**src/rtl/countdown_pkg.sv**
```systemverilog
`default_nettype none
// ============================================================================
// Module      : countdown_pkg
// Description : Shared state encoding and BCD constants for the countdown timer.
// Revision    : 1.0 - initial release
// ============================================================================
package countdown_pkg;

    localparam int c_DIGIT_W = 4;
    localparam logic [c_DIGIT_W-1:0] c_MAX_DIGIT = 4'd9;

    typedef enum logic [1:0] {
        ST_IDLE  = 2'd0,
        ST_RUN   = 2'd1,
        ST_PAUSE = 2'd2,
        ST_ALARM = 2'd3
    } state_t;

    // Out-of-range BCD digits saturate at 9.
    function automatic logic [c_DIGIT_W-1:0] clamp_digit(input logic [c_DIGIT_W-1:0] d);
        return (d > c_MAX_DIGIT) ? c_MAX_DIGIT : d;
    endfunction

endpackage
`default_nettype wire

```
**src/rtl/bcd_dec2.sv**
```systemverilog
`default_nettype none
// ============================================================================
// Module      : bcd_dec2
// Description : Combinational two-digit BCD decrement with borrow and zero flag.
// Revision    : 1.0 - initial release
// ============================================================================
module bcd_dec2
    import countdown_pkg::*;
(
    input  logic [c_DIGIT_W-1:0] i_hi,
    input  logic [c_DIGIT_W-1:0] i_lo,
    output logic [c_DIGIT_W-1:0] o_hi,
    output logic [c_DIGIT_W-1:0] o_lo,
    output logic                 o_zero
);

    always_comb begin
        o_hi = i_hi;
        o_lo = i_lo;
        if (i_lo != '0) begin
            o_lo = i_lo - 4'd1;
        end else if (i_hi != '0) begin
            o_lo = c_MAX_DIGIT;
            o_hi = i_hi - 4'd1;
        end
        // Saturates at 00; the flag reports a zero result.
        o_zero = (o_hi == '0) && (o_lo == '0);
    end

endmodule
`default_nettype wire

```
**src/rtl/countdown_ctrl.sv**
```systemverilog
`default_nettype none
// ============================================================================
// Module      : countdown_ctrl
// Description : Two-digit BCD countdown timer with start/pause/load and alarm.
// Revision    : 1.0 - initial release
// ============================================================================
module countdown_ctrl
    import countdown_pkg::*;
#(
    parameter int ALARM_TICKS = 5,
    parameter int RESET_H     = 6,
    parameter int RESET_L     = 0
) (
    input  logic       clock,
    input  logic       reset,
    input  logic       tick,
    input  logic       start,
    input  logic       pause,
    input  logic       load,
    input  logic [3:0] preset_h,
    input  logic [3:0] preset_l,
    output logic [3:0] TimeH,
    output logic [3:0] TimeL,
    output logic       beep,
    output logic       running,
    output logic       done
);

    localparam int c_TMR_W = $clog2(ALARM_TICKS + 1);
    localparam logic [c_TMR_W-1:0] c_TMR_LAST = c_TMR_W'(ALARM_TICKS - 1);

    state_t               r_state, w_state_nxt;
    logic [c_DIGIT_W-1:0] r_time_h, r_time_l, w_h_nxt, w_l_nxt;
    logic [c_TMR_W-1:0]   r_alarm_cnt, w_cnt_nxt;
    logic                 r_beep, r_running, r_done, w_done_nxt;
    logic [c_DIGIT_W-1:0] w_dec_h, w_dec_l;
    logic                 w_dec_zero;
    logic                 w_count_nz;

    bcd_dec2 u_dec (
        .i_hi   (r_time_h),
        .i_lo   (r_time_l),
        .o_hi   (w_dec_h),
        .o_lo   (w_dec_l),
        .o_zero (w_dec_zero)
    );

    assign w_count_nz = (r_time_h != '0) || (r_time_l != '0);

    // Strict event priority: an asserted higher-priority event consumes the
    // cycle even when the current state ignores it.
    always_comb begin
        w_state_nxt = r_state;
        w_h_nxt     = r_time_h;
        w_l_nxt     = r_time_l;
        w_cnt_nxt   = r_alarm_cnt;
        w_done_nxt  = 1'b0;
        case (r_state)
            ST_IDLE, ST_PAUSE: begin
                if (load) begin
                    w_h_nxt = clamp_digit(preset_h);
                    w_l_nxt = clamp_digit(preset_l);
                end else if (pause) begin
                    w_state_nxt = r_state;
                end else if (start && w_count_nz) begin
                    w_state_nxt = ST_RUN;
                end
            end
            ST_RUN: begin
                if (load) begin
                    w_state_nxt = ST_RUN;
                end else if (pause) begin
                    w_state_nxt = ST_PAUSE;
                end else if (start) begin
                    w_state_nxt = ST_RUN;
                end else if (tick) begin
                    w_h_nxt = w_dec_h;
                    w_l_nxt = w_dec_l;
                    if (w_dec_zero) begin
                        w_state_nxt = ST_ALARM;
                        w_done_nxt  = 1'b1;
                        w_cnt_nxt   = '0;
                    end
                end
            end
            ST_ALARM: begin
                if (load) begin
                    w_state_nxt = ST_ALARM;
                end else if (pause) begin
                    w_state_nxt = ST_IDLE;
                    w_cnt_nxt   = '0;
                end else if (start) begin
                    w_state_nxt = ST_ALARM;
                end else if (tick) begin
                    if (r_alarm_cnt == c_TMR_LAST) begin
                        w_state_nxt = ST_IDLE;
                        w_cnt_nxt   = '0;
                    end else begin
                        w_cnt_nxt = r_alarm_cnt + 1'b1;
                    end
                end
            end
            default: w_state_nxt = ST_IDLE;
        endcase
    end

    always_ff @(posedge clock) begin
        if (reset) begin
            r_state     <= ST_IDLE;
            r_time_h    <= c_DIGIT_W'(RESET_H);
            r_time_l    <= c_DIGIT_W'(RESET_L);
            r_alarm_cnt <= '0;
            r_beep      <= 1'b0;
            r_running   <= 1'b0;
            r_done      <= 1'b0;
        end else begin
            r_state     <= w_state_nxt;
            r_time_h    <= w_h_nxt;
            r_time_l    <= w_l_nxt;
            r_alarm_cnt <= w_cnt_nxt;
            r_beep      <= (w_state_nxt == ST_ALARM);
            r_running   <= (w_state_nxt == ST_RUN);
            r_done      <= w_done_nxt;
        end
    end

    assign TimeH   = r_time_h;
    assign TimeL   = r_time_l;
    assign beep    = r_beep;
    assign running = r_running;
    assign done    = r_done;

endmodule
`default_nettype wire

```
**config.mk**
```make
export PLATFORM = sky130hd
export DESIGN_NAME = countdown_ctrl
export DESIGN_NICKNAME = d
export VERILOG_FILES = /design/src/rtl/countdown_pkg.sv /design/src/rtl/bcd_dec2.sv /design/src/rtl/countdown_ctrl.sv
export SDC_FILE = /design/constraint.sdc
export NUM_CORES = 1
export LEC_CHECK = 0
export CELL_PAD_IN_SITES_DETAIL_PLACEMENT = 1
export CELL_PAD_IN_SITES_GLOBAL_PLACEMENT = 1
export CORE_MARGIN = 1
export CORE_UTILIZATION = 36
export DETAILED_ROUTE_END_ITERATION = 7
export PLACE_DENSITY = 0.77
export REMOVE_ABC_BUFFERS = 1
export SLEW_MARGIN = 20
export SYNTH_ARGS = -nofsm -noshare
export SYNTH_HDL_FRONTEND = slang
export SYNTH_SLANG_ARGS = --single-unit
```
**constraint.sdc**
```tcl
create_clock -name clock -period 2.2 [get_ports clock]
set_input_delay 0.55 -clock clock [delete_from_list [all_inputs] [get_ports clock]]
set_output_delay 0.55 -clock clock [all_outputs]
set_load 0.1 [all_outputs]
```
==> metrics.md <==
| Metric | Value |
|---|---|
| Hold Startpoint | r_alarm_cnt[0] |
| Die outline height | 57.84 µm |
| Library cell used as clock root buffer | sky130_fd_sc_hd__clkbuf_4 |
| Crit path launch | TimeL[1] |
| Area added between synthesis and finish | 36.90% |
| Accumulated negative setup slack | 0 ps |
| Post-layout worst setup margin | 137.1 ps |
| Top Ports | 25 |
| TritonCTS clock tree | built |
| Async set-or-reset flop fraction in the synthesized netlist | 0% |
| Critical Path AT | 2250 ps |
| Row count | 19 |
| Floorplan core area | 2853 µm² |
| Half-perimeter wire length after placement | 2965 µm |
| Period utilisation layout | 93.77% |
| Crit path time final | 2063 ps |
| Worst reg2reg path endpoint | running |
| Max-cap violations | 0 |
| Final routed wire length divided by cell count | 17.69 µm |
| Ant. Diodes | 0 |
| Hold-fix buffer count after cts | 0 |
| Pin slew with the least headroom to its limit | 446.3 ps |
| Pre-CTS worst setup slack | -148.0 ps |
| Part of the Yosys area used for sequential elements | 28.54% |
| Maximum clock frequency | 484.7 MHz |
| Number of nets in the finished design | 201 |
| Number of buffers on the longest clock path | 2 |
| Initial cell density of the core | 39.34% |
| Die footprint | 3345 µm² |
| Number of cells on the worst reg-to-reg path | 7 |
| Share of cells above drive strength 1 | 19.34% |
| Hold Path Sink | r_alarm_cnt[0] |
| HP Class | reg2reg |
| Hold violation total from the final report | 0 |
| Clk Latency, worst-skew pair | 300 ps |
| Startpoint-to-endpoint class of the critical path | reg2reg |
| Cell area after synthesis | 1122 µm² |
| Post-synth EDFFs | 0 |
| Syn_area_per_cell | 7.904 µm² |
| Post-route DRC violation count | 2 |
| Cell count after synthesis | 142 |
| Setup repair after global routing missed its margin | no |
| Cell leakage power | 0.0006207 µW |
| DR iter-0 viols | 31 |
| Final worst clock skew | 8.723 ps |
| Most frequent standard cell in the layout excluding fill and tap cells | sky130_fd_sc_hd__buf_4 |
| Violations in the final reports | design-rule violations |
| Final slew viol count | 0 |
| Buffers on Ports | 24 |
| Average vias per placed instance | 5.948 |
| Residual antenna-violating net count after detailed routing | 0 |
| Synth Register Bits | 16 |
| Pwr Density | 550.1 nW/µm² |
| Deepest level of the CTS H-tree | 1 |
| Most used flip-flop cell after synthesis | sky130_fd_sc_hd__dfxtp_1 |
| CTS clock-pin slew for the worst setup and hold paths | 100 ps |
| Count of synthesis-stage warnings from yosys | 0 |
| Via count | 1261 |
| Die boundary width | 57.84 µm |
| Endpoint kind of the worst setup timing path | register |
| Number of iterations in the first detailed-routing pass | 6 |
| Maximum number of pins on one net before global-route repair | 11 |
| Number of buffers created by CTS | 3 |
| Most frequent cells in the layout | sky130_fd_sc_hd__buf_4 (25), sky130_fd_sc_hd__dfxtp_1 (16), sky130_fd_sc_hd__nor2_1 (16) |
| Residual overflow from global routing | 0 |
| Highest fanout seen on the critical path | 6 |
| Worst R2R Start | TimeL[1] |
| Startpoint kind of the worst setup timing path | register |
| Number of clock sinks | 16 |
| Number of global-route vias before repair | 1221 |
| Run status | complete, but fails checks |
| Worst Hold Path Cells | 1 |
| Unique masters post-synth | 47 |
| Final weighted congestion in routability-driven placement | 0.8083 |
| Drt total wl | 3750 µm |
| All-Layer GR Usage | 23.18% |
| Data required, critical path | 2390 ps |
| Wire length of the first global-routing pass | 5940 µm |
| Antenna violations before repair | 0 |
| Setup Viol. Count Final | 0 |
| Worst setup slack for register-to-register paths | 140 ps |
| Relative slew margins | 69.86% |
| Peak supply drop | 0.3741 mV |
area by class of cell:
cell class / instances / area [µm²]
Multi-Input combinational cell: 109 / 732.0
Inverter: 12 / 45.04
Sequential cell: 16 / 320.3
Clock buffer: 3 / 22.52
Tap cell: 31 / 38.79
Timing Repair Buffer: 41 / 377.9
Fill cell: 363 / 1316
synth_stat cells (all sizes together) (2+ instances only):
master	number	area, µm²
buf	2	16.26
ha	4	50.05
inv	11	41.29
nor3b	2	26.28
and2	2	12.51
nor2b	5	31.28
o21ai	8	43.79
dfxtp	16	320.3
nand4b	2	17.52
a221o	2	20.02
o31ai	4	30.03
and3	3	18.77
mux2i	2	20.02
nor3	5	25.02
nor2	16	60.06
nand2	6	22.52
clkbuf	3	11.26
a21o	3	22.52
a311oi	2	17.52
a211oi	3	22.52
a31oi	2	12.51
nand2b	7	43.79
a21oi	9	45.04
o22ai	3	18.77
state kept, by name, summed over array words and instances (netlist names):
| name | count |
|---|---|
| TimeH | 4 |
| done | 1 |
| r_alarm_cnt | 3 |
| TimeL | 4 |
| running | 1 |
| beep | 1 |
| r_state | 2 |
per-layer routing:
layer	wire length (µm)	part of all wire [%]	vias up	track usage, %
met5	0	0	-	0
met4	29	0.77	0	6.803
met3	153	4.1	4	5.580
met2	1813	48	28	38.26
met1	1752	47	620	30.03
li1	-	-	609	-
cells by family (layout without fill, tap and decap cells):
kind of cell	after synthesis	after routing	share of synthesized area, %
DFF	16	16	28.54
adders and majority gates	4	4	4.459
AOI/OAI and AO/OA	47	47	29.21
and+or+nand+nor	56	56	29.54
muxes	2	2	1.784
buffers and inverters	17	56	6.465
how the worst max path moves through the flow:
| stage | endpoint | slack [ps] | depth (start not counted) |
|---|---|---|---|
| 6_report | running | 140 | 7 |
| 5_1_grt | running | 10 | 7 |
| 4_1_cts | running | 20 | 7 |
| 3_5_place_dp | r_state[1] | -150 | 6 |
| 3_3_place_gp | running | -60 | 6 |
| 2_1_floorplan | running | -320 | 7 |
worst max-delay path, cell delays in order (launching register included):
cell and delay [ps]:
sky130_fd_sc_hd__dfxtp_1 360, sky130_fd_sc_hd__inv_1 100, sky130_fd_sc_hd__ha_2 230, sky130_fd_sc_hd__nor3b_4 290
sky130_fd_sc_hd__mux2i_1 260, sky130_fd_sc_hd__nand4b_1 230, sky130_fd_sc_hd__o31a_1 320, sky130_fd_sc_hd__and2_1 160
metrics by stage:
stage                     util [%]  std cells  hold WS, ps  power (µW)  instance area (µm²)
after floorplan                  -        137        472.2       544.0                 1095
after global placement       52.46        207        500.2       667.6                 1496
after detailed placement     52.46        207        519.5       680.1                 1496
after CTS                    53.25        210        530.8       841.4                 1519
after global routing         53.86        212        565.5       881.6                 1536
final                        53.86        212        527.9       845.2                 1536
power breakdown:
part           switching (µW)  total, µW  internal (µW)
logic                     212        352            140
registers                27.3        334            307
clock network            95.9        160           63.8
total                     335        845            510
repair_timing:
item,in CTS,in global routing
buffers inserted,0,2
endpoints found under the setup margin,0,4
resized for setup,0,1
Note: power is estimated with default switching activity, not from simulation.
